**src/rtl/cpu_traffic_gen.sv**
```systemverilog
// cpu_traffic_gen: drives a 68k-style CPU port of an SDRAM controller with
// an LFSR data pattern, writing a block of words and reading it back.
//
// Parameters:
//   ADDR_W     word-address bits on cpuAddr[ADDR_W:1] (up to 32)
//   NUM_WORDS  words per pass (1..65535)
//   BASE_ADDR  first word address
//   STRIDE     word-address increment per access
//   LFSR_SEED  data-pattern seed (nonzero)
//   NCS_HOLD   cycles cpu_ncs stays high after each completed access
//
// Ports:
//   clk_114          sole clock
//   reset            synchronous active-high reset
//   start            one-cycle start pulse, honoured only when idle
//   mode             00 write+verify, 01 write, 10 verify, 11 as 00
//   longword         request paired 32-bit accesses (optional feature)
//   cpuAddr          word address
//   cpuState         01 idle, 10 read, 11 write
//   cpu_ncs          active-low chip select
//   cpuLongWord      longword access flag
//   cpuL, cpuU       active-low byte enables
//   cpuWR / cpuRD    write / read data
//   enaWRreg         controller 28 MHz enable
//   cpuena           controller access-complete
//   clkena           CPU step strobe
//   busy             pass in progress
//   done             one-cycle pulse at end of pass
//   err_count        saturating mismatch count
//   first_err_addr   address of the first mismatch since start
//
// Optional feature: define CPU_TRAFFIC_GEN_LONGWORD_EN to honour the
// longword input. Without it cpuLongWord is tied low and longword ignored.

module cpu_traffic_gen #(
    parameter int unsigned ADDR_W    = 24,
    parameter int unsigned NUM_WORDS = 256,
    parameter int unsigned BASE_ADDR = 0,
    parameter int unsigned STRIDE    = 1,
    parameter logic [15:0] LFSR_SEED = 16'hACE1,
    parameter int unsigned NCS_HOLD  = 3
) (
    input  logic              clk_114,
    input  logic              reset,
    input  logic              start,
    input  logic [1:0]        mode,
    input  logic              longword,
    output logic [ADDR_W:1]   cpuAddr,
    output logic [1:0]        cpuState,
    output logic              cpu_ncs,
    output logic              cpuLongWord,
    output logic              cpuL,
    output logic              cpuU,
    output logic [15:0]       cpuWR,
    input  logic [15:0]       cpuRD,
    input  logic              enaWRreg,
    input  logic              cpuena,
    output logic              clkena,
    output logic              busy,
    output logic              done,
    output logic [15:0]       err_count,
    output logic [ADDR_W-1:0] first_err_addr
);

    localparam logic [1:0] S_IDLE  = 2'd0;
    localparam logic [1:0] S_WRITE = 2'd1;
    localparam logic [1:0] S_READ  = 2'd2;
    localparam logic [1:0] S_DONE  = 2'd3;

    localparam logic [1:0] CS_IDLE  = 2'b01;
    localparam logic [1:0] CS_READ  = 2'b10;
    localparam logic [1:0] CS_WRITE = 2'b11;

    localparam logic [ADDR_W-1:0] BASE_A   = ADDR_W'(BASE_ADDR);
    localparam logic [ADDR_W-1:0] STRIDE_A = ADDR_W'(STRIDE);
    localparam logic [15:0]       LAST_IDX = 16'(NUM_WORDS - 1);
    localparam logic [15:0]       HOLD_RLD = 16'(NCS_HOLD);

    logic [1:0]        state_q, state_d;
    logic [1:0]        mode_q, mode_d;
    logic [15:0]       idx_q, idx_d;
    logic [15:0]       lfsr_q, lfsr_d;
    logic [ADDR_W-1:0] addr_q, addr_d;
    logic [15:0]       hold_q, hold_d;
    logic [15:0]       err_q, err_d;
    logic [ADDR_W-1:0] ferr_q, ferr_d;

    logic in_access;
    logic last_word;
    logic complete;
    logic pair_lo;
    logic write_only;

    // Fibonacci form of x^16+x^14+x^13+x^11, shifting right.
    function automatic logic [15:0] lfsr_step(input logic [15:0] v);
        return {v[0] ^ v[2] ^ v[3] ^ v[5], v[15:1]};
    endfunction

`ifdef CPU_TRAFFIC_GEN_LONGWORD_EN
    logic lw_q, lw_d;

    always_comb begin
        lw_d = lw_q;
        if (state_q == S_IDLE && start) begin
            lw_d = longword;
        end
    end

    always_ff @(posedge clk_114) begin
        if (reset) begin
            lw_q <= 1'b0;
        end else begin
            lw_q <= lw_d;
        end
    end

    // Even index opens a pair unless it is the last word of an odd pass,
    // which goes out as a lone word access.
    assign pair_lo = lw_q & ~idx_q[0] & (idx_q != LAST_IDX);
`else
    logic unused_longword;

    assign unused_longword = longword;
    assign pair_lo         = 1'b0;
`endif

    assign in_access  = (state_q == S_WRITE) || (state_q == S_READ);
    assign last_word  = (idx_q == LAST_IDX);
    assign write_only = (mode_q == 2'b01);

    always_comb begin
        cpuState = CS_IDLE;
        cpuL     = 1'b1;
        cpuU     = 1'b1;
        cpuWR    = '0;
        busy     = 1'b0;
        unique case (state_q)
            S_WRITE: begin
                cpuState = CS_WRITE;
                cpuL     = 1'b0;
                cpuU     = 1'b0;
                cpuWR    = lfsr_q;
                busy     = 1'b1;
            end
            S_READ: begin
                cpuState = CS_READ;
                cpuL     = 1'b0;
                cpuU     = 1'b0;
                busy     = 1'b1;
            end
            default: begin
                cpuState = CS_IDLE;
            end
        endcase
    end

    assign cpuAddr        = addr_q;
    assign cpuLongWord    = in_access & pair_lo;
    assign cpu_ncs        = (cpuState == CS_IDLE) || (hold_q != '0);
    assign clkena         = enaWRreg & ((cpuState == CS_IDLE) | cpuena);
    assign complete       = clkena & ~cpu_ncs;
    assign done           = (state_q == S_DONE);
    assign err_count      = err_q;
    assign first_err_addr = ferr_q;

    always_comb begin
        state_d = state_q;
        mode_d  = mode_q;
        idx_d   = idx_q;
        lfsr_d  = lfsr_q;
        addr_d  = addr_q;
        err_d   = err_q;
        ferr_d  = ferr_q;
        hold_d  = (hold_q != '0) ? hold_q - 16'd1 : hold_q;

        // The second half of a longword pair follows with no gap.
        if (complete) begin
            hold_d = pair_lo ? 16'd0 : HOLD_RLD;
        end

        unique case (state_q)
            S_IDLE: begin
                if (start) begin
                    state_d = (mode == 2'b10) ? S_READ : S_WRITE;
                    mode_d  = mode;
                    idx_d   = '0;
                    lfsr_d  = LFSR_SEED;
                    addr_d  = BASE_A;
                    err_d   = '0;
                    ferr_d  = '0;
                    hold_d  = '0;
                end
            end
            S_WRITE: begin
                if (complete) begin
                    if (!last_word) begin
                        idx_d  = idx_q + 16'd1;
                        lfsr_d = lfsr_step(lfsr_q);
                        addr_d = addr_q + STRIDE_A;
                    end else if (write_only) begin
                        state_d = S_DONE;
                    end else begin
                        state_d = S_READ;
                        idx_d   = '0;
                        lfsr_d  = LFSR_SEED;
                        addr_d  = BASE_A;
                    end
                end
            end
            S_READ: begin
                if (complete) begin
                    if (cpuRD != lfsr_q) begin
                        if (err_q != 16'hFFFF) begin
                            err_d = err_q + 16'd1;
                        end
                        // A saturating count never returns to zero, so
                        // zero means no mismatch yet in this pass.
                        if (err_q == '0) begin
                            ferr_d = addr_q;
                        end
                    end
                    if (last_word) begin
                        state_d = S_DONE;
                    end else begin
                        idx_d  = idx_q + 16'd1;
                        lfsr_d = lfsr_step(lfsr_q);
                        addr_d = addr_q + STRIDE_A;
                    end
                end
            end
            S_DONE: begin
                state_d = S_IDLE;
            end
            default: begin
                state_d = S_IDLE;
            end
        endcase
    end

    always_ff @(posedge clk_114) begin
        if (reset) begin
            state_q <= S_IDLE;
            mode_q  <= 2'b00;
            idx_q   <= '0;
            lfsr_q  <= LFSR_SEED;
            addr_q  <= '0;
            hold_q  <= '0;
            err_q   <= '0;
            ferr_q  <= '0;
        end else begin
            state_q <= state_d;
            mode_q  <= mode_d;
            idx_q   <= idx_d;
            lfsr_q  <= lfsr_d;
            addr_q  <= addr_d;
            hold_q  <= hold_d;
            err_q   <= err_d;
            ferr_q  <= ferr_d;
        end
    end

endmodule

```
**config.mk**
```make
export PLATFORM = sky130hd
export DESIGN_NAME = cpu_traffic_gen
export DESIGN_NICKNAME = d
export VERILOG_FILES = /design/src/rtl/cpu_traffic_gen.sv
export SDC_FILE = /design/constraint.sdc
export NUM_CORES = 1
export LEC_CHECK = 0
export BUFFER_PORTS_ARGS = -buffer_cell sky130_fd_sc_hd__buf_4
export CORE_MARGIN = 5
export CORE_UTILIZATION = 50
export CTS_CLUSTER_DIAMETER = 30
export DETAILED_ROUTE_END_ITERATION = 12
export PLACE_DENSITY = 0.8
export SYNTH_ARGS = -nofsm -noshare
export SYNTH_HDL_FRONTEND = slang
export SYNTH_SLANG_ARGS = --single-unit
```
**constraint.sdc**
```tcl
create_clock -name clk_114 -period 6.2 [get_ports clk_114]
set_input_delay 0.62 -clock clk_114 [delete_from_list [all_inputs] [get_ports clk_114]]
set_output_delay 0.62 -clock clk_114 [all_outputs]
set_load 0.03 [all_outputs]
```
# --- Yosys cells after proc, flatten, opt, wreduce, memory -nomap -nowiden ---
# Cells that the tools add are included.
# W data, S select, Z words.
word_totals:
  reg_bits: 116
  latch_bits: 0
  mem_bits_rw: 0
  rom_bits: 0
  output_inout_bits: 89
  n_memories: 0
op_classes:
  addsub: 4
  n_mul: 0
  div_mod_pow: 0
  n_lt_le_gt_ge: 0
  eq_ne: 19
  shifts: 0
  mux: 45
  bitwise: 7
  reduce_logical: 12
op_table:
  columns: ["operator", "n"]
  rows:
  - ["$mux W16", 20]
  - ["$mux W24", 9]
  - ["$pmux W16 S3", 2]
  - ["$pmux W24 S3", 1]
  - ["$pmux W24 S2", 1]
  - ["$add A16 B1 Y16 const B", 2]
  - ["$pmux W16 S2", 1]
  - ["$add A24 B1 Y24 const B", 1]
  - ["$eq A16 B8 Y1 const B", 1]
  - ["$logic_not A16 Y1", 1]
  - ["$ne A16 B16 Y1", 1]
  - ["$ne A16 B16 Y1 const B", 1]
  - ["$reduce_bool A16 Y1", 1]
  - ["$sub A16 B1 Y16 const B", 1]
  - ["$reduce_and A5 Y1", 3]
  - ["$mux W2", 6]
  - ["$ne A2 B2 Y1 const B", 6]
  - ["$pmux W2 S4", 1]
  - ["$eq A2 B1 Y1 const B", 3]
  - ["$eq A2 B2 Y1 const B", 3]
  - ["$ne A2 B1 Y1 const B", 3]
  - ["$reduce_and A6 Y1", 1]
  - ["$pmux W2 S2", 1]
  - ["$mux W1", 3]
  - ["other kinds (11)", 14]

# --- Depth between registers and ports, before layout ---
depth:
  depth_word: 9
  depth_mapped: 11

# --- Least setup slack after synthesis ---
# OpenSTA, ideal clock, no wires.
synth_path:
  kind: "flip-flop to flip-flop"
  startpoint: "reg hold_q[0]"
  endpoint: "reg state_q[1]"
  setup_ns: 0.128
  arrival_ns: 2.543
  setup_slack_ns: 3.530
  stages_incl_launch_ff: 10
  synth_period_minus_slack_ns: 2.670
  path_cell_list: "dfxtp_1 -> inv_1 -> ha_1 -> or4b_2 -> or4_1 -> buf_2 -> or3_1 -> a21oi_1 -> mux2i_1 -> nor2_1"
synth_via:
  elab_chain_len: 6
  elab_cells_between_ends: 7
  classes_between: "eq/ne (2); bitwise (2); reduce/logical (3)"
synth_rtl:
  columns: ["item", "line_no", "source"]
  rows:
  - ["start: declaration", "84", "logic [15:0] hold_q, hold_d;"]
  - ["start signal: assignment", "256", "hold_q <= hold_d;"]
  - ["$reduce_bool A16 Y1 *", "159", "assign cpu_ncs = (cpuState == CS_IDLE) || (hold_q != '0);"]
  - ["$logic_or A1 B1 Y1 *", "159", null]
  - ["$not A1 Y1 *", "161", "assign complete = clkena & ~cpu_ncs;"]
  - ["$and A1 B1 Y1 *", "161", null]
  - ["$ne A2 B2 Y1 (no line)", null, null]
  - ["$reduce_and A5 Y1 (no line) *", null, null]
  - ["end signal: assignment", "251", "state_q <= state_d;"]
  - ["end: declaration", "79", "logic [1:0] state_q, state_d;"]
# Every way passes the cells marked *; elsewhere a longest branch is shown, timed or not.
# A chain may end at the register's enable or synchronous reset.

# --- Worst setup path after layout ---
layout_path:
  startpoint: "reg hold_q[0]"
  endpoint: "reg ferr_q[21] (netlist: first_err_addr[21])"
layout_via:
  elab_chain_len: 6
layout_rtl:
  columns: ["item", "line_no", "source"]
  rows:
  - ["$reduce_bool A16 Y1", "159", null]
  - ["$logic_or A1 B1 Y1", "159", null]
  - ["$not A1 Y1", "161", null]
  - ["$and A1 B1 Y1", "161", null]
  - ["$ne A2 B2 Y1 (no line)", null, null]
  - ["$reduce_and A5 Y1 (no line)", null, null]
  - ["end signal: assignment", "258", "ferr_q <= ferr_d;"]
  - ["end: declaration", "86", "logic [ADDR_W-1:0] ferr_q, ferr_d;"]
# Every way passes these cells.

==> results.yml <==
timing:
  period_needed_ps: 3434
  setup_viol_count_final: 0
  slew_headroom_pct: 22.83
  setup_tns_ps: 0
  clock.fmax_mhz: 291.2
  min_period_over_period_pct: 55.39
  layout_setup_ws_ps: 2766
  slew_violations: 0
  hold_viol_final: 0
  holdWs_ps: 463.5
  rsz0062_at_grt: "false"
  worst_pin_slew_ps: 1154
  clock_skew_ps: 7.527
floorplan:
  dieWidth_um: 120.1
  start_util_pct: 50.69
  dieArea_sq_um: 14430
  core_area_sq_um: 11960
  die_y_um: 120.1
  row_count: 40
  ios: 113
cells_and_area:
  multi_input_area_sq_um: 3441
  fill_cells: 1058
  drive_gt1_share_pct: 18.74
  fin_area_sq_um: 7468
  layoutNonFillerInstCount: 1001
  seq_area_sq_um: 2322
  area.growth.synth_to_final_pct: 23.17
  final_nets: 878
  n_antenna_cell: 0
  final_core_utilization_pct: 62.44
grt:
  globalRouteTotalUtil_pct: 22.42
  grt_first_pass_wirelength_um: 26700
  grt_max_degree: 53
  antenna_found_initial: 0
  grt-ovfl-total: 0
  first_global_vias: 5426
setup_path:
  r2r_slack_ps: 2770
  critPathMaxFanout: 24
  critPathCaptureType: "flip-flop"
  startpoint_type: "flip-flop"
  critPathRequiredTime_ps: 6470
  crit_type: "reg -> reg"
  arrival_ps: 3710
clock_tree:
  cts_made_buffers: 17
  h-tree-depth: 4
  cts_hold_buf: 0
  cts_tree: "built"
  path_clk_slew_ps: 60
  clkSinkCount: 116
  cts_resized: 0
  cts_setup_buffers: 0
  clockRootBuffer: "clkbuf_16"
  clockBufferDepth: 2
  clock_insertion_delay_worst_skew_ps: 420
power_and_ir_drop:
  p_total_mw: 2.819
  power_leakage_nw: 2.734
  power.density_nw_per_um2: 377.4
  peakVddDrop_uv: 213.3
placement:
  placed_area_sq_um: 6893
  dp_slack_ps: 2900
  dp_cells: 969
  place_hpwl_um: 10940
  io_buffers: 110
  place.gp.congestion: 0.8839
synthesis:
  yosys_warnings: 0
  syn_nets: 793
  netlist_area_sq_um: 6063
  yosys.area.top_type_share_pct: 38.30
  ys_async_sr_fraction_pct: 0
  synth_area_per_cell_sq_um: 8.020
  synth_most_common_cell: "dfxtp_1"
  synth-edff-count: 0
  synth_top_cell_by_area: "dfxtp_1"
  netlist_top_cells_count: "dfxtp_1 (116), a21oi_1 (71), nor2_1 (67), nand2_1 (55), xnor2_1 (49)"
  yosysUniqueCellTypes: 61
  ys_seq_area_share_pct: 38.30
  synth_flop_cell: "dfxtp_1"
  syn_inst: 756
  ys_ff_latch: 116
  ys_top_cells_by_area: "dfxtp_1 (38%), xnor2_1 (7.1%), a21oi_1 (5.9%)"
drt:
  viasPerCell: 5.911
  vias: 5917
  drc: 0
  wl_per_cell_um: 16.03
  wirelength_um: 16050
  drt_iter0_markers: 590
  dr.pass1.iters: 5
  ant_nets: 0
run_status:
  status: "completed"
min_path:
  hold_class: "reg -> reg"
run:
  maxCapViolations: 0
==> layer usage <==
metal	track usage, %	up-vias	share of wire, %
met5	0	-	0
met4	8.017	0	1.8
met3	5.090	25	4.7
met2	35.76	157	49
met1	29.77	2831	45
li1	-	2904	-
==> layout make-up <==
class                      instances  share of cell area, %
clock inverter                    15                  2.010
sequential                       116                  31.09
inverter                          24                  1.206
tap                              147                  2.463
multi-input combinational        568                  46.07
clock buffer                      17                  5.696
timing repair buffer             114                  11.46
==> layout by cell type (no fill, tap or decap), types with 3 or more instances in the layout <==
cell and instances:
o211ai_1 15, a31o_2 3, or3_1 8, inv_1 21
a31oi_1 5, and4_1 6, or4_1 14, nor3_1 22
xor2_1 8, nand4b_1 3, nor4_1 18, nand3_1 44
nand2_1 55, o21ai_1 6, clkinv_4 4, nor2_1 67
clkinvlp_4 3, o21ai_0 36, o31ai_1 8, xnor2_1 49
inv_6 4, nor3b_1 3, nand4_1 47, and2_1 17
buf_4 114, a21oi_1 71, mux2i_1 3, ha_1 13
and3_1 9, dfxtp_1 116, clkbuf_16 17
==> power by group <==
group,total (mW),switching [mW],leakage (nW),internal (mW)
Combinational,0.998,0.658,1.52,0.340
Clock,0.948,0.387,0.275,0.562
Sequential,0.872,0.0673,0.939,0.805
Total,2.82,1.11,2.73,1.71
==> sequential cells by signal, summed over array words and instances, names as in the netlist <==
| signal | count |
|---|---|
| mode_q | 2 |
| first_err_addr | 24 |
| lfsr_q | 16 |
| hold_q | 16 |
| state_q | 2 |
| err_count | 16 |
| idx_q | 16 |
| cpuAddr | 24 |
==> worst max-delay path, cell delays in order (launching register included) <==
cell and delay [ps]:
dfxtp_1 330, inv_1 100, ha_1 160, or4b_2 650, or4_1 600, o21ai_1 220
nand3_1 600, o21ai_0 490, a21oi_1 120
==> worst paths after layout <==
kind / startpoint / endpoint / cells past startpoint
worst min-delay path: mode_q[0]$_SDFFE_PP0P_ / mode_q[0]$_SDFFE_PP0P_ / 2
worst min register to register: mode_q[0]$_SDFFE_PP0P_ / mode_q[0]$_SDFFE_PP0P_ / 2
worst max register to register: hold_q[0]$_SDFF_PP0_ / first_err_addr[21]$_SDFFE_PP0P_ / 8
worst max-delay path: hold_q[0]$_SDFF_PP0_ / first_err_addr[21]$_SDFFE_PP0P_ / 8
==> kinds of logic (layout without fill, tap and decap cells) <==
| family | count (synthesis) | in the layout | share of synthesized area, % |
|---|---|---|---|
| compound gates | 164 | 164 | 15.79 |
| flops | 116 | 116 | 38.30 |
| other cells | 1 | 1 | 0.06185 |
| fa+ha+maj | 13 | 13 | 2.683 |
| xor+xnor | 57 | 57 | 8.234 |
| simple gates | 330 | 330 | 29.43 |
| mux | 3 | 3 | 0.4953 |
| buf+inv | 72 | 170 | 5.015 |
No activity file was read; power rests on OpenSTA's default activity.
